[config.mk]
export PLATFORM = sky130hd
export DESIGN_NAME = plugin_arbiter
export DESIGN_NICKNAME = d
export VERILOG_FILES = /design/src/rtl/plugin_arbiter.sv
export SDC_FILE = /design/constraint.sdc
export NUM_CORES = 1
export LEC_CHECK = 0
export ABC_AREA = 1
export BUFFER_PORTS_ARGS = -buffer_cell sky130_fd_sc_hd__buf_2
export CAP_MARGIN = 20
export CORE_MARGIN = 2
export CORE_UTILIZATION = 29
export CTS_CLUSTER_SIZE = 40
export DETAILED_ROUTE_END_ITERATION = 8
export PLACE_DENSITY = 0.52
export SLEW_MARGIN = 20
export SYNTH_ARGS = -nofsm -noshare
export SYNTH_HDL_FRONTEND = slang
export SYNTH_SLANG_ARGS = --single-unit
[constraint.sdc]
create_clock -name clk -period 2.8 [get_ports clk]
set_clock_uncertainty 0.2 [all_clocks]
set_input_delay 0.42 -clock clk [delete_from_list [all_inputs] [get_ports clk]]
set_output_delay 0.42 -clock clk [all_outputs]
set_load 0.02 [all_outputs]
[src/rtl/plugin_arbiter.sv]
// Arbiter sharing one multi-cycle plugin execution unit between the core execute
// stage and the MMIO plugin window, with one-deep request buffers and a timeout watchdog.
module plugin_arbiter #(
    parameter int DATA_WIDTH     = 32,
    parameter int TIMEOUT_CYCLES = 255
) (
    input  logic                  clk,
    input  logic                  reset_n,
    input  logic                  core_req_i,
    input  logic [DATA_WIDTH-1:0] core_op_a_i,
    input  logic [DATA_WIDTH-1:0] core_op_b_i,
    output logic                  core_ready_o,
    output logic                  core_done_o,
    output logic                  core_error_o,
    output logic [DATA_WIDTH-1:0] core_result_o,
    input  logic                  mmio_req_i,
    input  logic [DATA_WIDTH-1:0] mmio_op_a_i,
    input  logic [DATA_WIDTH-1:0] mmio_op_b_i,
    output logic                  mmio_ready_o,
    output logic                  mmio_done_o,
    output logic                  mmio_error_o,
    output logic [DATA_WIDTH-1:0] mmio_result_o,
    output logic                  plugin_start_o,
    output logic [DATA_WIDTH-1:0] plugin_op_a_o,
    output logic [DATA_WIDTH-1:0] plugin_op_b_o,
    input  logic                  plugin_busy_i,
    input  logic                  plugin_done_i,
    input  logic [DATA_WIDTH-1:0] plugin_result_i
);

    localparam int CNT_W = $clog2(TIMEOUT_CYCLES + 1);
    localparam logic [CNT_W-1:0]      CNT_LAST  = CNT_W'(TIMEOUT_CYCLES - 1);
    localparam logic [CNT_W-1:0]      CNT_ONE   = CNT_W'(1);
    localparam logic [CNT_W-1:0]      CNT_ZERO  = {CNT_W{1'b0}};
    localparam logic [DATA_WIDTH-1:0] DATA_ZERO = {DATA_WIDTH{1'b0}};
    localparam logic                  OWN_CORE  = 1'b0;
    localparam logic                  OWN_MMIO  = 1'b1;

    typedef enum logic [1:0] {
        S_IDLE  = 2'd0,
        S_ISSUE = 2'd1,
        S_WAIT  = 2'd2,
        S_RESP  = 2'd3
    } state_t;

    state_t                state_r, state_next_s;
    logic                  core_pend_r, mmio_pend_r;
    logic [DATA_WIDTH-1:0] core_a_r, core_b_r, mmio_a_r, mmio_b_r;
    logic                  owner_r, last_owner_r, grant_s;
    logic [CNT_W-1:0]      cnt_r;
    logic [DATA_WIDTH-1:0] op_a_r, op_b_r, core_result_r, mmio_result_r;
    logic                  err_r;
    logic                  core_accept_s, mmio_accept_s;

    assign core_accept_s = core_req_i && core_ready_o;
    assign mmio_accept_s = mmio_req_i && mmio_ready_o;
    assign core_result_o = core_result_r;
    assign mmio_result_o = mmio_result_r;
    assign plugin_op_a_o = op_a_r;
    assign plugin_op_b_o = op_b_r;

    // State register.
    always_ff @(posedge clk) begin
        if (!reset_n) begin
            state_r <= S_IDLE;
        end else begin
            state_r <= state_next_s;
        end
    end

    // Next-state logic; a simultaneous done beats the timeout.
    always_comb begin
        state_next_s = state_r;
        case (state_r)
            S_IDLE:  state_next_s = (core_pend_r || mmio_pend_r) ? S_ISSUE : S_IDLE;
            S_ISSUE: state_next_s = plugin_busy_i ? S_ISSUE : S_WAIT;
            S_WAIT:  state_next_s = (plugin_done_i || (cnt_r == CNT_LAST)) ? S_RESP : S_WAIT;
            S_RESP:  state_next_s = S_IDLE;
            default: state_next_s = S_IDLE;
        endcase
    end

    // Round-robin pick: on a tie the requester that was not served last wins.
    always_comb begin
        grant_s = OWN_CORE;
        if (core_pend_r && mmio_pend_r) begin
            grant_s = ~last_owner_r;
        end else if (mmio_pend_r) begin
            grant_s = OWN_MMIO;
        end else begin
            grant_s = OWN_CORE;
        end
    end

    // Handshake outputs decoded from the registered state.
    always_comb begin
        plugin_start_o = (state_r == S_ISSUE) && !plugin_busy_i;
        core_done_o    = (state_r == S_RESP) && (owner_r == OWN_CORE);
        mmio_done_o    = (state_r == S_RESP) && (owner_r == OWN_MMIO);
        core_error_o   = core_done_o && err_r;
        mmio_error_o   = mmio_done_o && err_r;
        core_ready_o   = !core_pend_r && !((owner_r == OWN_CORE) && (state_r != S_IDLE));
        mmio_ready_o   = !mmio_pend_r && !((owner_r == OWN_MMIO) && (state_r != S_IDLE));
    end

    // Request buffers, grant bookkeeping, watchdog and result capture.
    always_ff @(posedge clk) begin
        if (!reset_n) begin
            core_pend_r   <= 1'b0;
            mmio_pend_r   <= 1'b0;
            core_a_r      <= DATA_ZERO;
            core_b_r      <= DATA_ZERO;
            mmio_a_r      <= DATA_ZERO;
            mmio_b_r      <= DATA_ZERO;
            owner_r       <= OWN_CORE;
            last_owner_r  <= OWN_MMIO;
            cnt_r         <= CNT_ZERO;
            op_a_r        <= DATA_ZERO;
            op_b_r        <= DATA_ZERO;
            core_result_r <= DATA_ZERO;
            mmio_result_r <= DATA_ZERO;
            err_r         <= 1'b0;
        end else begin
            if (core_accept_s) begin
                core_pend_r <= 1'b1;
                core_a_r    <= core_op_a_i;
                core_b_r    <= core_op_b_i;
            end
            if (mmio_accept_s) begin
                mmio_pend_r <= 1'b1;
                mmio_a_r    <= mmio_op_a_i;
                mmio_b_r    <= mmio_op_b_i;
            end
            case (state_r)
                S_IDLE: begin
                    // Accept and grant never hit the same requester: accept needs !pending.
                    if (core_pend_r || mmio_pend_r) begin
                        owner_r <= grant_s;
                        if (grant_s == OWN_CORE) begin
                            core_pend_r <= 1'b0;
                            op_a_r      <= core_a_r;
                            op_b_r      <= core_b_r;
                        end else begin
                            mmio_pend_r <= 1'b0;
                            op_a_r      <= mmio_a_r;
                            op_b_r      <= mmio_b_r;
                        end
                    end
                end
                S_ISSUE: begin
                    if (!plugin_busy_i) begin
                        cnt_r <= CNT_ZERO;
                    end
                end
                S_WAIT: begin
                    if (plugin_done_i || (cnt_r == CNT_LAST)) begin
                        err_r <= !plugin_done_i;
                        if (owner_r == OWN_CORE) begin
                            core_result_r <= plugin_done_i ? plugin_result_i : DATA_ZERO;
                        end else begin
                            mmio_result_r <= plugin_done_i ? plugin_result_i : DATA_ZERO;
                        end
                    end else begin
                        cnt_r <= cnt_r + CNT_ONE;
                    end
                end
                S_RESP: begin
                    last_owner_r <= owner_r;
                end
                default: begin
                    cnt_r <= CNT_ZERO;
                end
            endcase
        end
    end

endmodule

==> flow_summary.ini <==
[critical_path]
worstPathMaxFanout = 36
cp.required_ps = 2180
critPathCaptureType = output pin
critPathArrivalTime_ps = 1860
critPathKind = register to output pin
crit_path_cell_trace = buf_4 -> a21oi_4 -> buf_2
crit_slowest_cell = a21oi_4
start_kind = register
max_stage_delay_ps = 450

[pwr]
power_frac_seq_pct = 38.0
combPwrFrac_pct = 23.5
clkPwrFrac_pct = 38.5
internal_power_mw = 8.20
power.net_switching_mw = 3.78
swShare_pct = 31.5
ir_worst_vdd_v = 0.000506
power_density_mw_per_mm2 = 793
power.leakage_nw = 6.58

[timing]
final-setup-viol-count = 0
slew_headroom_pct = 47.0
timing.fmax_mhz = 404
fin_crit_ps = 2480
report.final.slew_viol_count = 0
rsz0062_at_grt = false
worst_slack_ps = 322
min_period_over_period_pct = 88.5
finalSetupTns_ps = 0
worstMarginPinSlew_ps = 795
finalHoldViolations = 0

[grt]
overflow = 0
grt_max_degree = 73
grt_antenna_before_repair = 5
grt_util_all_layers_pct = 17.8
grt_pass1_wl_um = 56300
grt_pass1_vias = 10534

[placement]
gp_routability_congestion = 0.775
dp_slack_ps = 741
port_buffers = 300
hpwl_um = 22500
dp_cells = 2073
place_area_mm2 = 0.0126

[floorplanning]
row_count = 70
dieWidth_um = 198
start_util_pct = 29.6
dieArea_mm2 = 0.0391
core_mm2 = 0.0368
dieHeight_um = 198
ioPinCount = 301

[route]
dr.pass1.iters = 4
via_per_inst = 4.78
num_vias = 10824
drc = 0
final_antenna_net_count = 0
routed_wl_um = 35700
routedWlPerCell_um = 15.8
detail_route.iter0.violations = 527

[clock_tree]
clk_latency_ps = 580
clockBufferDepth = 3
cts_buffers = 31
cts_sinks = 271
cts.htree.levels = 1
cts.clk_slew.worst_paths_ps = 60
post-cts-setup-buffers = 0
cts_tree = yes
root_buffer = clkbuf_16

[synthesis]
syn_area_mm2 = 0.0109
avgSynthCellArea_um2 = 7.78
yosysSeqAreaShare_pct = 49.8
ys_types = 26
ys_ff_latch = 271
mappedNetlistNets = 1567
synth_warnings = 0
netlist_instances = 1399

[min_path]
hold_class = input port to register

[final_layout]
nets = 1936
area_delta_synth_final_pct = 38.8
stdcell_count = 2265
final_area_mm2 = 0.0151
fin_util_pct = 41.1
fill_cells = 3745
drive_above_1_share_pct = 22.4

[flow_run]
cap_violations = 0

[outcome]
outcome = finished clean
==> cells in the final DEF (no fill, tap or decap), types with 3 or more instances in the layout <==
master         instances
nor2_1                22
inv_2                  5
o21ai_1               45
clkbuf_16             31
buf_2                300
o211ai_1              64
buf_4                 22
nand2_1              308
dfxtp_1              271
dlygate4sd3_1        130
diode_2                4
a21oi_1              266
bufinv_16              8
nand4_1               64
buf_12                 8
clkinv_2               7
clkinvlp_4             3
o21ai_0               24
nand2_2                4
nor3_1                 3
clkbuf_1               3
clkbuf_8               5
inv_1                111
nand3_1               74
==> layout make-up <==
class                   count  area (µm²)  share of cell area [%]
diodes                      4        10.0                  0.0662
multi-input cells         887        4340                    28.7
well taps                 468         586                    3.88
clock buffers              39         856                    5.66
clock inverters            19         318                    2.10
flip-flops and latches    271        5430                    35.9
inverters                 117         444                    2.94
repair buffers            460        3130                    20.7
==> Yosys cell counts, drive strengths merged <==
cell type,instances,area (µm²)
a21oi,269,1360
o21a,1,7.51
nand4,64,400
nand3,74,370
buf,81,551
nor2,23,88.8
nand3b,1,7.51
o211ai,64,480
nand2,314,1190
nor3b,1,7.51
o21ai,69,345
clkbuf,43,161
dfxtp,271,5430
nor3,3,15.0
a31oi,1,6.26
a211oi,1,7.51
ha,2,25.0
inv,117,439
==> cells by family (layout without fill, tap and decap cells) <==
family,count (synthesis),in the layout,synth area share (%)
buffers and inverters,241,635,10.6
and+or+nand+nor,480,480,19.1
adders and majority gates,2,2,0.230
AOI/OAI and AO/OA,405,405,20.3
other,0,4,0
DFF,271,271,49.8
==> flip-flops by register name, indices dropped and copies added, names as in the netlist, 8 cells and up, named ones only <==
name and flops:
core_a_r 32, core_b_r 32, core_result_o 32, mmio_a_r 32, mmio_b_r 32, mmio_result_o 32
plugin_op_a_o 32, plugin_op_b_o 32, cnt_r 8
==> final timing paths <==
kind,start,end,slack [ps],cells after the start
setup reg to reg,owner_r,mmio_b_r[8],740,6
hold reg to reg,core_b_r[1],core_b_r[1],250,2
hold / removal,plugin_result_i[23],core_result_o[23],30,5
setup / recovery,owner_r,mmio_ready_o,320,3
==> stage by stage <==
stage               hold WS [ps]  total power [mW]
floorplan                    230              6.50
global placement             239              7.30
detailed placement           244              7.33
CTS                         2.57              12.1
global route                35.4              12.6
finish                      34.5              12.0
==> critical path: cells and delay by family, from the launching register on <==
family,cells,cell delay [ps]
compound gates,1,450
buf+inv,2,520
flops,1,320
==> metal layers <==
metal  part of all wire, %  vias to the layer above  track usage (%)  routed length (µm)
met1                    43                     5003             22.5               15400
li1                      -                     5463                -                   -
met5                     0                        -                0                   0
met3                   5.9                       53             3.70                2100
met4                   2.7                        0             5.49                 955
met2                    48                      305             30.4               17200
==> power groups by stage <==
stage               Clock, mW  Combinational (mW)  Sequential [mW]
finish                   4.61                2.81             4.55
global route             4.89                3.13             4.61
CTS                      4.73                2.84             4.56
detailed placement          0                2.69             4.64
global placement            0                2.67             4.63
floorplan                   0                1.70             4.80
==> what timing repair did <==
item	in CTS	in global routing
resized for setup	0	0
hold buffers	130	0
endpoints found under the hold margin	130	0
setup endpoints to repair	0	0
Power figures use the tool's default switching activity.
